--- src/rtl/clock_mode_ctrl.sv ---
// clock_mode_ctrl
//   Mode sequencer for the digital clock. Converts debounced key pulses and
//   the alarm-match pulse into the sys_status / tune_status codes, issues
//   one-cycle increment strobes for the time and alarm registers, and
//   enforces the power-up hold, tune-mode idle timeout and alarm ring time.
//
//   Optional feature macro: ALARM_SNOOZE_EN (adds the snooze timer; key_inc
//   while ringing then snoozes instead of dismissing).
//
// Ports
//   clk          in   system clock
//   rst          in   synchronous active-high reset
//   key_mode     in   one-cycle key pulse (highest priority)
//   key_sel      in   one-cycle key pulse
//   key_inc      in   one-cycle key pulse (lowest priority)
//   alarm_hit    in   one-cycle pulse, current time equals alarm time
//   sys_status   out  [2:0] state code (INIT=0 .. ALARMING=6)
//   tune_status  out  [1:0] selected field (0 none, 3 hour, 2 min, 1 sec)
//   time_inc     out  one-cycle strobe, increment selected time field
//   alarm_inc    out  one-cycle strobe, increment selected alarm field
//   alarm_active out  high while ringing
module clock_mode_ctrl #(
  parameter logic [31:0] INIT_CYCLES   = 32'd50_000_000,
  parameter logic [31:0] IDLE_CYCLES   = 32'd500_000_000,
  parameter logic [31:0] ALARM_CYCLES  = 32'd3_000_000_000,
  parameter logic [31:0] SNOOZE_CYCLES = 32'd2_000_000_000
) (
  input  logic       clk,
  input  logic       rst,
  input  logic       key_mode,
  input  logic       key_sel,
  input  logic       key_inc,
  input  logic       alarm_hit,
  output logic [2:0] sys_status,
  output logic [1:0] tune_status,
  output logic       time_inc,
  output logic       alarm_inc,
  output logic       alarm_active
);

  typedef enum logic [2:0] {
    ST_INIT        = 3'd0,
    ST_NORM        = 3'd1,
    ST_TUNESEL     = 3'd2,
    ST_TUNING      = 3'd3,
    ST_TUNEALARM   = 3'd4,
    ST_ALARMTUNING = 3'd5,
    ST_ALARMING    = 3'd6
  } state_t;

  state_t      state_q, state_d;
  logic [1:0]  tune_q, tune_d;
  logic [31:0] cnt_q;
  logic        time_inc_d, alarm_inc_d;

  // Only the highest-priority key of a cycle acts.
  logic k_mode, k_sel, k_inc, any_key;
  assign k_mode  = key_mode;
  assign k_sel   = key_sel & ~key_mode;
  assign k_inc   = key_inc & ~key_mode & ~key_sel;
  assign any_key = key_mode | key_sel | key_inc;

  logic in_tune, idle_to, alarm_to;
  assign in_tune  = (state_q == ST_TUNESEL)   || (state_q == ST_TUNING) ||
                    (state_q == ST_TUNEALARM) || (state_q == ST_ALARMTUNING);
  assign idle_to  = (cnt_q == IDLE_CYCLES - 32'd1);
  assign alarm_to = (cnt_q == ALARM_CYCLES - 32'd1);

  logic snz_due;

`ifdef ALARM_SNOOZE_EN
  logic        snz_armed_q, snz_pend_q;
  logic [31:0] snz_cnt_q;

  // Due as soon as the delay expires; if the FSM is busy elsewhere the
  // request is parked in snz_pend_q until the FSM reaches NORM.
  assign snz_due = snz_pend_q |
                   (snz_armed_q & (snz_cnt_q == SNOOZE_CYCLES - 32'd1));

  always_ff @(posedge clk) begin
    if (rst) begin
      snz_armed_q <= 1'b0;
      snz_pend_q  <= 1'b0;
      snz_cnt_q   <= 32'd0;
    end else if (state_q == ST_ALARMING && k_inc) begin
      snz_armed_q <= 1'b1;
      snz_pend_q  <= 1'b0;
      snz_cnt_q   <= 32'd0;
    end else if ((state_q == ST_ALARMING && (any_key || alarm_to)) ||
                 (state_q == ST_NORM && snz_due)) begin
      snz_armed_q <= 1'b0;
      snz_pend_q  <= 1'b0;
    end else if (snz_armed_q) begin
      if (snz_cnt_q == SNOOZE_CYCLES - 32'd1) begin
        snz_armed_q <= 1'b0;
        snz_pend_q  <= 1'b1;
      end else begin
        snz_cnt_q <= snz_cnt_q + 32'd1;
      end
    end
  end
`else
  logic snooze_unused;
  assign snooze_unused = ^SNOOZE_CYCLES;
  assign snz_due       = 1'b0;
`endif

  always_comb begin
    state_d     = state_q;
    tune_d      = tune_q;
    time_inc_d  = 1'b0;
    alarm_inc_d = 1'b0;
    case (state_q)
      ST_INIT: begin
        if (cnt_q == INIT_CYCLES - 32'd1) state_d = ST_NORM;
      end
      ST_NORM: begin
        if (snz_due || alarm_hit) begin
          state_d = ST_ALARMING;
        end else if (k_mode) begin
          state_d = ST_TUNESEL;
          tune_d  = 2'd3;
        end else if (k_sel) begin
          state_d = ST_TUNEALARM;
          tune_d  = 2'd3;
        end
      end
      ST_TUNESEL: begin
        if (k_mode) begin
          state_d = ST_NORM;
        end else if (k_sel) begin
          case (tune_q)
            2'd3:    tune_d = 2'd2;
            2'd2:    tune_d = 2'd1;
            default: tune_d = 2'd3;
          endcase
        end else if (k_inc) begin
          state_d = ST_TUNING;
        end else if (idle_to) begin
          state_d = ST_NORM;
        end
      end
      ST_TUNING: begin
        if (k_mode)       state_d    = ST_NORM;
        else if (k_sel)   state_d    = ST_TUNESEL;
        else if (k_inc)   time_inc_d = 1'b1;
        else if (idle_to) state_d    = ST_NORM;
      end
      ST_TUNEALARM: begin
        if (k_mode)       state_d = ST_NORM;
        else if (k_sel)   tune_d  = (tune_q == 2'd3) ? 2'd2 : 2'd3;
        else if (k_inc)   state_d = ST_ALARMTUNING;
        else if (idle_to) state_d = ST_NORM;
      end
      ST_ALARMTUNING: begin
        if (k_mode)       state_d     = ST_NORM;
        else if (k_sel)   state_d     = ST_TUNEALARM;
        else if (k_inc)   alarm_inc_d = 1'b1;
        else if (idle_to) state_d     = ST_NORM;
      end
      ST_ALARMING: begin
        if (any_key || alarm_to) state_d = ST_NORM;
      end
      default: state_d = ST_NORM;
    endcase
    if (state_d == ST_NORM) tune_d = 2'd0;
  end

  always_ff @(posedge clk) begin
    if (rst) begin
      state_q      <= ST_INIT;
      tune_q       <= 2'd0;
      cnt_q        <= 32'd0;
      time_inc     <= 1'b0;
      alarm_inc    <= 1'b0;
      alarm_active <= 1'b0;
    end else begin
      state_q      <= state_d;
      tune_q       <= tune_d;
      time_inc     <= time_inc_d;
      alarm_inc    <= alarm_inc_d;
      alarm_active <= (state_d == ST_ALARMING);
      // Shared delay counter: restarts on any state change or acted key.
      if ((state_d != state_q) || (in_tune && any_key)) cnt_q <= 32'd0;
      else if (cnt_q != 32'hFFFF_FFFF)                   cnt_q <= cnt_q + 32'd1;
    end
  end

  assign sys_status  = state_q;
  assign tune_status = tune_q;

endmodule

--- config.mk ---
export PLATFORM = sky130hd
export DESIGN_NAME = clock_mode_ctrl
export DESIGN_NICKNAME = d
export VERILOG_FILES = /design/src/rtl/clock_mode_ctrl.sv
export SDC_FILE = /design/constraint.sdc
export NUM_CORES = 1
export LEC_CHECK = 0
export CAP_MARGIN = 5
export CORE_ASPECT_RATIO = 0.9
export CORE_MARGIN = 10
export CORE_UTILIZATION = 54
export CTS_CLUSTER_DIAMETER = 80
export DETAILED_ROUTE_END_ITERATION = 8
export GPL_TIMING_DRIVEN = 0
export PLACE_DENSITY = 0.76
export SLEW_MARGIN = 20
export SYNTH_ARGS = -nofsm -noshare
export SYNTH_HDL_FRONTEND = slang
export SYNTH_SLANG_ARGS = --single-unit
--- constraint.sdc ---
create_clock -name clk -period 2 [get_ports clk]
set_input_delay 0.2 -clock clk [delete_from_list [all_inputs] [get_ports clk]]
set_output_delay 0.2 -clock clk [all_outputs]
set_load 0.01 [all_outputs]
-- Word level (Yosys, flattened, before mapping)
Cells that the tools add are included.
- add/subtract/negate cells: 1
- equal/unequal tests: 21
- muxes and demuxes: 31
- bitwise operators: 9
- reductions and logical operators: 13
- operator list (cell ; number):
    $mux W3 ; 17
    $add A32 B1 Y32 const B ; 1
    $eq A32 B26 Y1 const B ; 1
    $eq A32 B29 Y1 const B ; 1
    $eq A32 B32 Y1 const B ; 1
    $ne A32 B32 Y1 const B ; 1
    $pmux W3 S7 ; 1
    $mux W2 ; 7
    $eq A3 B3 Y1 const B ; 4
    $ne A2 B2 Y1 const B ; 5
    $reduce_or A2 Y1 ; 4
    $reduce_and A7 Y1 ; 1
    $eq A3 B1 Y1 const B ; 2
    $eq A3 B2 Y1 const B ; 2
    $pmux W2 S3 ; 1
    $logic_or A1 B1 Y1 ; 5
    $eq A2 B2 Y1 const B ; 2
    $mux W1 ; 4
    $not A1 Y1 ; 4
    $pmux W2 S2 ; 1
    $and A1 B1 Y1 ; 3
    $logic_not A3 Y1 ; 1
    $ne A3 B3 Y1 ; 1
    $ne A3 B3 Y1 const B ; 1
    other kinds (3) ; 4
- register bits after elaboration: 40
- input port bits: 6
- output and inout bits: 8
- word-level logic and storage cells: 81

-- Depth between registers and ports, before layout
- depth in word-level cells: 10
- mapped depth: 8
- mapped depth without buffers: 7

-- Least setup slack after synthesis
No wires, ideal clock.
- path type: flip-flop to flip-flop
- start point: reg cnt_q[20]
- end point: reg cnt_q[23]
- setup time: 0.134 ns
- arrival: 1.838 ns
- required time: 1.866 ns
- slack: 0.028 ns
- cell stages (with the launch flop): 9
- buffers on the path: 2
- period minus slack after synthesis: 1.972 ns
- cell sequence: dfxtp_1 -> buf_2 -> nor4b_1 -> nand3_1 -> nor4b_2 -> o22ai_1 -> o211ai_2 -> buf_4 -> a211oi_1
- longest elaborated chain between the ends: 9
- elaborated cells between the ends (all ways): 24
- those cells by class: add/sub: 1; eq/ne: 5; mux: 15; reduce/logical: 3
- RTL lines (what ; line ; source):
    start, declared ; 53 ; logic [31:0] cnt_q;
    start signal, assigned ; 185 ; else if (cnt_q != 32'hFFFF_FFFF) cnt_q <= cnt_q + 32'd1;
    $eq A32 B29 Y1 ; 66 ; assign idle_to = (cnt_q == IDLE_CYCLES - 32'd1);
    $mux W3 ; n/a ;
    $mux W3, on equally long branches ; 146, 137, 152 ;
    $mux W3, on equally long branches (2 in a row) ; n/a ;
    $pmux W3 S7 ; 113 ; case (state_q)
    $ne A3 B3 Y1 ; 184 ; if ((state_d != state_q) || (in_tune && any_key)) cnt_q <= 32'd0;
    $logic_or A1 B1 Y1 ; 184 ;
    $reduce_or A2 Y1 (no source line) ; n/a ;
Several ways; a longest one is shown, not always the timed one.
A chain may end at the register's enable or synchronous reset.

-- Worst setup path after layout
- start point: reg cnt_q[1]
- end point: reg cnt_q[15]
Same word-level chain as after synthesis.

==> impl.org <==
** Cells and area
- The count of cells in the finished layout, fillers not included, comes to between 400 and 500.
- Fin nets :: approximately 350
- Growth of design area from synthesis to finish :: 26.5%
- Total inserted antenna cells :: 0
- Of the cells placed in the final design, the portion with a size suffix greater than 1 is between 30 and 40%.

** Logic synthesis
- Of the post-synthesis cell area, the dominant cell type holds between 30% and 40%.
- Dominant combinational cell family by area after synthesis :: simple AND/OR/NAND/NOR gates
- In this run, synthesis inferred 0 flip-flops with an integrated enable.
- Post-synthesis xor/xnor area fraction :: 9.25%
- Fraction of registers with async set/reset :: 0%
- Number of distinct library cells after synthesis :: 59
- Summing every instance area after synthesis gives 2560 um2.
- Net count after synthesis :: ~310
- Summing the areas of all compound-gate instances in the mapped netlist gives 14.6% of the synthesized area.
- Of the total synthesized cell area, the portion taken by AND, OR, NAND and NOR gates is between 30% and 40%.
- Measured against the total synthesized area, the mux share comes to 0.783%.
- Top post-synthesis cells by count :: sky130_fd_sc_hd__nor2_1 (41), sky130_fd_sc_hd__dfxtp_1 (40), sky130_fd_sc_hd__nand2_1 (24)
- The most used flip-flop cell after synthesis is sky130_fd_sc_hd__dfxtp_1.
- Cell with the most instances after synthesis :: sky130_fd_sc_hd__nor2_1
- Counting every instance in the synthesized netlist gives approximately 310.
- The biggest area contributor in the post-synthesis netlist is sky130_fd_sc_hd__dfxtp_1.
- Sequential area share after synthesis :: between 30 and 40%
- In this run the mean area of a mapped cell was 8.38 um2.
- The Yosys step of the flow raised 0 warnings.
- By area the synthesized netlist is led by sky130_fd_sc_hd__dfxtp_1 (31%), sky130_fd_sc_hd__nor2_1 (6.0%), sky130_fd_sc_hd__xnor2_1 (5.8%).
- Share of synthesized cell area in full adder, half adder and majority cells :: 0.489%
- Number of register bits inferred by synthesis :: 40

** Timing
- For the finished layout, the period the worst path requires is 2120 ps.
- Unrepaired setup endpoints after global routing :: true
- Hold is met by ~270 ps.
- Measured against its own limit, the worst slew margin works out to approximately 67%.
- Final Max Slew Viols :: 0
- Measured slew at the worst slew-check pin :: a little under 500 ps
- Fmax :: approximately 470 MHz
- Clock Skews :: 7.07 ps
- Period utilization :: 106%
- After layout, the worst setup slack is -120 ps.
- Final number of hold-violating endpoints :: 0
- Final-report setup violation count :: 32

** Critical path
- CP Capture Type :: flop
- Number of cells traversed by the worst register-to-register path :: 10
- The critical path is of the reg2reg type.
- Most numerous cell on the critical path :: sky130_fd_sc_hd__buf_4
- Beginning of the critical path :: cnt_q[1]
- Kind of start point of the critical path :: flop
- Max stage delay cell, worst path :: sky130_fd_sc_hd__dfxtp_2
- For this run, the slowest stage of the critical path takes 350 ps.
- Along the worst path, the maximum fanout reaches 10.
- Startpoint of the lowest-slack register-to-register path :: cnt_q[1]
- In this run the critical register-to-register path is captured at cnt_q[15].
- Following the worst setup path forward leads to its endpoint at cnt_q[15].
- Across all register-to-register paths, the minimum setup slack is -120 ps.
- Data arrival time of the critical path :: 2340 ps
- Critical path cell sequence :: ha_4 -> and2_4 -> nand4_4 -> nor4_4 -> buf_4 -> buf_4 -> o21a_1 -> o32a_4 -> buf_6 -> nor3_2
- At the worst endpoint, the required time is between 2000 and 2500 ps.

** Clock tree
- CTS built an H-tree with a depth of 2.
- Hold repair after CTS inserted 0 buffers.
- Largest buffer count on any clock path :: 2
- TritonCTS created 5 clock buffers.
- CTS Sinks :: 40
- CTS clock-pin slew for the worst setup and hold paths :: 80 ps
- Clock tree from TritonCTS :: yes
- At the later pin of the worst-skew pair, clock insertion delay measures ~300 ps.
- CTS placed an instance of sky130_fd_sc_hd__clkbuf_8 at the clock tree root.

** Pwr
- Leakage power :: 1.06 nW
- Across the VDD grid, the largest voltage drop is about 0.00048 V.
- Dividing total power by cell area gives a power density of 451 nW/um2.

** Route
- Wire length reported by the detailed router :: between 7000 and 8000 um
- Routed wirelength normalized by instance count :: 18.2 um
- Dividing the detail-routed via count by the number of cells gives 6.28.
- Number of antenna-violating nets in the routed design :: 0
- DR iter-0 viols :: around 280
- Drt first pass iters :: 5
- The final route contains 2520 vias.
- DRC Markers :: 0

** Hold path
- In this run the worst hold path is classified as in2reg.

** Placed design
- During placement, the flow inserted port buffers numbering 12.
- Including well taps, the total number of placed cells is 379.
- The wire-length estimate of the detail-placed layout is between 4000 and 5000 um.
- Routability-driven placement finished with a final weighted congestion of between 0.9 and 1.
- Prior to clock tree synthesis, the placed netlist has a worst setup slack of -546 ps.

** Global routing
- First-pass GRT wire length :: 11700 um
- Routing usage on met2 :: 29.5%
- Entering global routing, the biggest net connects 13 pins.
- For met1 alone, demand over resource in global routing was between 20% and 30%.
- GRT Residual Overflow :: 0
- Antenna violations before repair :: 0
- Global-route met3 utilization :: around 5.0%
- Global-route layer with the greatest usage :: met2
- The via count of the first global-routing pass was 2354.
- Total routing resource utilization after global routing :: 18.1%

** Floorplanning
- In this run the standard cell core region covers 4520 um2.
- Height of the die :: 85.3 um
- Effective utilization at floorplan :: 56.6%
- After floorplanning, the core was divided into 23 placement rows.
- The die covers slightly below 8000 um2.
- In this run the count of I/O pins placed on the die edge is 14.
- The floorplan step set the die width to between 90 and 100 um.

** Job
- Max-cap violations in this run came to 0.

** Status
- The final reports fail on negative setup slack.
- Run status :: finished, violations left
## layer usage
layer,part of all wire (%),wire length (um),up-vias
met5,0,0,-
met4,1.4,104,0
met3,8.9,648,13
met2,48,3520,131
met1,42,3030,1189
li1,-,-,1187
## metrics by stage
step                power (mW)  instance area, um2  setup TNS (ps)  utilization (%)
global placement         0.884                2750          -14400             61.0
CTS                       1.46                3130            -117             69.2
floorplan                0.861                2560               0                -
detailed placement       0.885                2750          -14540             61.0
global route              1.52                3230           -5810             71.6
finish                    1.46                3230           -2850             71.6
## what timing repair did
action	CTS	global route
pin swaps	12	6
setup buffers	14	2
setup endpoints to repair	37	36
gates resized for setup	57	22
## worst max-delay path: cells and delay by family, from the launching register on
family	cells	cell delay, ps
AO/OA/AOI/OAI	2	510
adder cells (fa/ha/maj)	1	170
buffers and inverters	3	450
flip-flops	1	350
AND/OR/NAND/NOR	4	560
## worst min path at each step
stage	start	to	slack (ps)	depth (start not counted)
finish	rst	sys_status[2]	270	2
global route	rst	sys_status[1]	270	2
CTS	rst	sys_status[1]	240	2
detailed placement	cnt_q[23]	cnt_q[23]	520	2
global placement	cnt_q[6]	cnt_q[6]	490	2
floorplan	key_inc	alarm_inc	350	2
## cell families (layout without fill, tap and decap cells)
| logic type | after synthesis | after routing |
|---|---|---|
| DFF | 40 | 40 |
| xor gates and xnor gates | 27 | 27 |
| buffers and inverters | 24 | 58 |
| AOI/OAI and AO/OA | 52 | 52 |
| adders and majority gates | 1 | 1 |
| muxes | 2 | 2 |
| and+or+nand+nor | 159 | 159 |
## cell usage in the layout (no fill, tap or decap), types with 5 or more instances in the layout
cell                              instances
sky130_fd_sc_hd__a211oi_1                 6
sky130_fd_sc_hd__a21oi_1                  6
sky130_fd_sc_hd__and3_1                   5
sky130_fd_sc_hd__buf_4                   18
sky130_fd_sc_hd__clkbuf_8                 6
sky130_fd_sc_hd__clkdlybuf4s50_1         10
sky130_fd_sc_hd__dfxtp_1                 16
sky130_fd_sc_hd__dfxtp_2                 20
sky130_fd_sc_hd__inv_1                    7
sky130_fd_sc_hd__nand2_1                 22
sky130_fd_sc_hd__nand3_1                 10
sky130_fd_sc_hd__nand4_1                  6
sky130_fd_sc_hd__nor2_1                  41
sky130_fd_sc_hd__nor3_1                  10
sky130_fd_sc_hd__nor3_2                  11
sky130_fd_sc_hd__o211ai_1                 6
sky130_fd_sc_hd__o21ai_0                  6
sky130_fd_sc_hd__xnor2_1                 17
sky130_fd_sc_hd__xor2_1                  10
## state kept, by name, indices dropped and copies added, names as in the netlist
signal,cells
alarm_active,1
sys_status,3
time_inc,1
alarm_inc,1
tune_status,2
cnt_q,32
## layout make-up
cell class | instances | area, um2
Multi-Input combinational cell | 241 | 1830
Clock inverter | 1 | 7.51
Timing Repair Buffer | 28 | 238
Buffer | 15 | 123
Clock buffer | 7 | 86.3
Inverter | 7 | 26.3
Tap cell | 62 | 77.6
Fill cell | 343 | 1280
Sequential cell | 40 | 841
## where the power goes
part | internal (mW) | leakage [nW] | total, mW | switching, mW
logic | 0.0355 | 0.681 | 0.0782 | 0.0427
registers | 0.796 | 0.336 | 0.804 | 0.00743
clock network | 0.281 | 0.0445 | 0.576 | 0.296
total | 1.11 | 1.06 | 1.46 | 0.346
No activity file was read; power rests on OpenSTA's default activity.
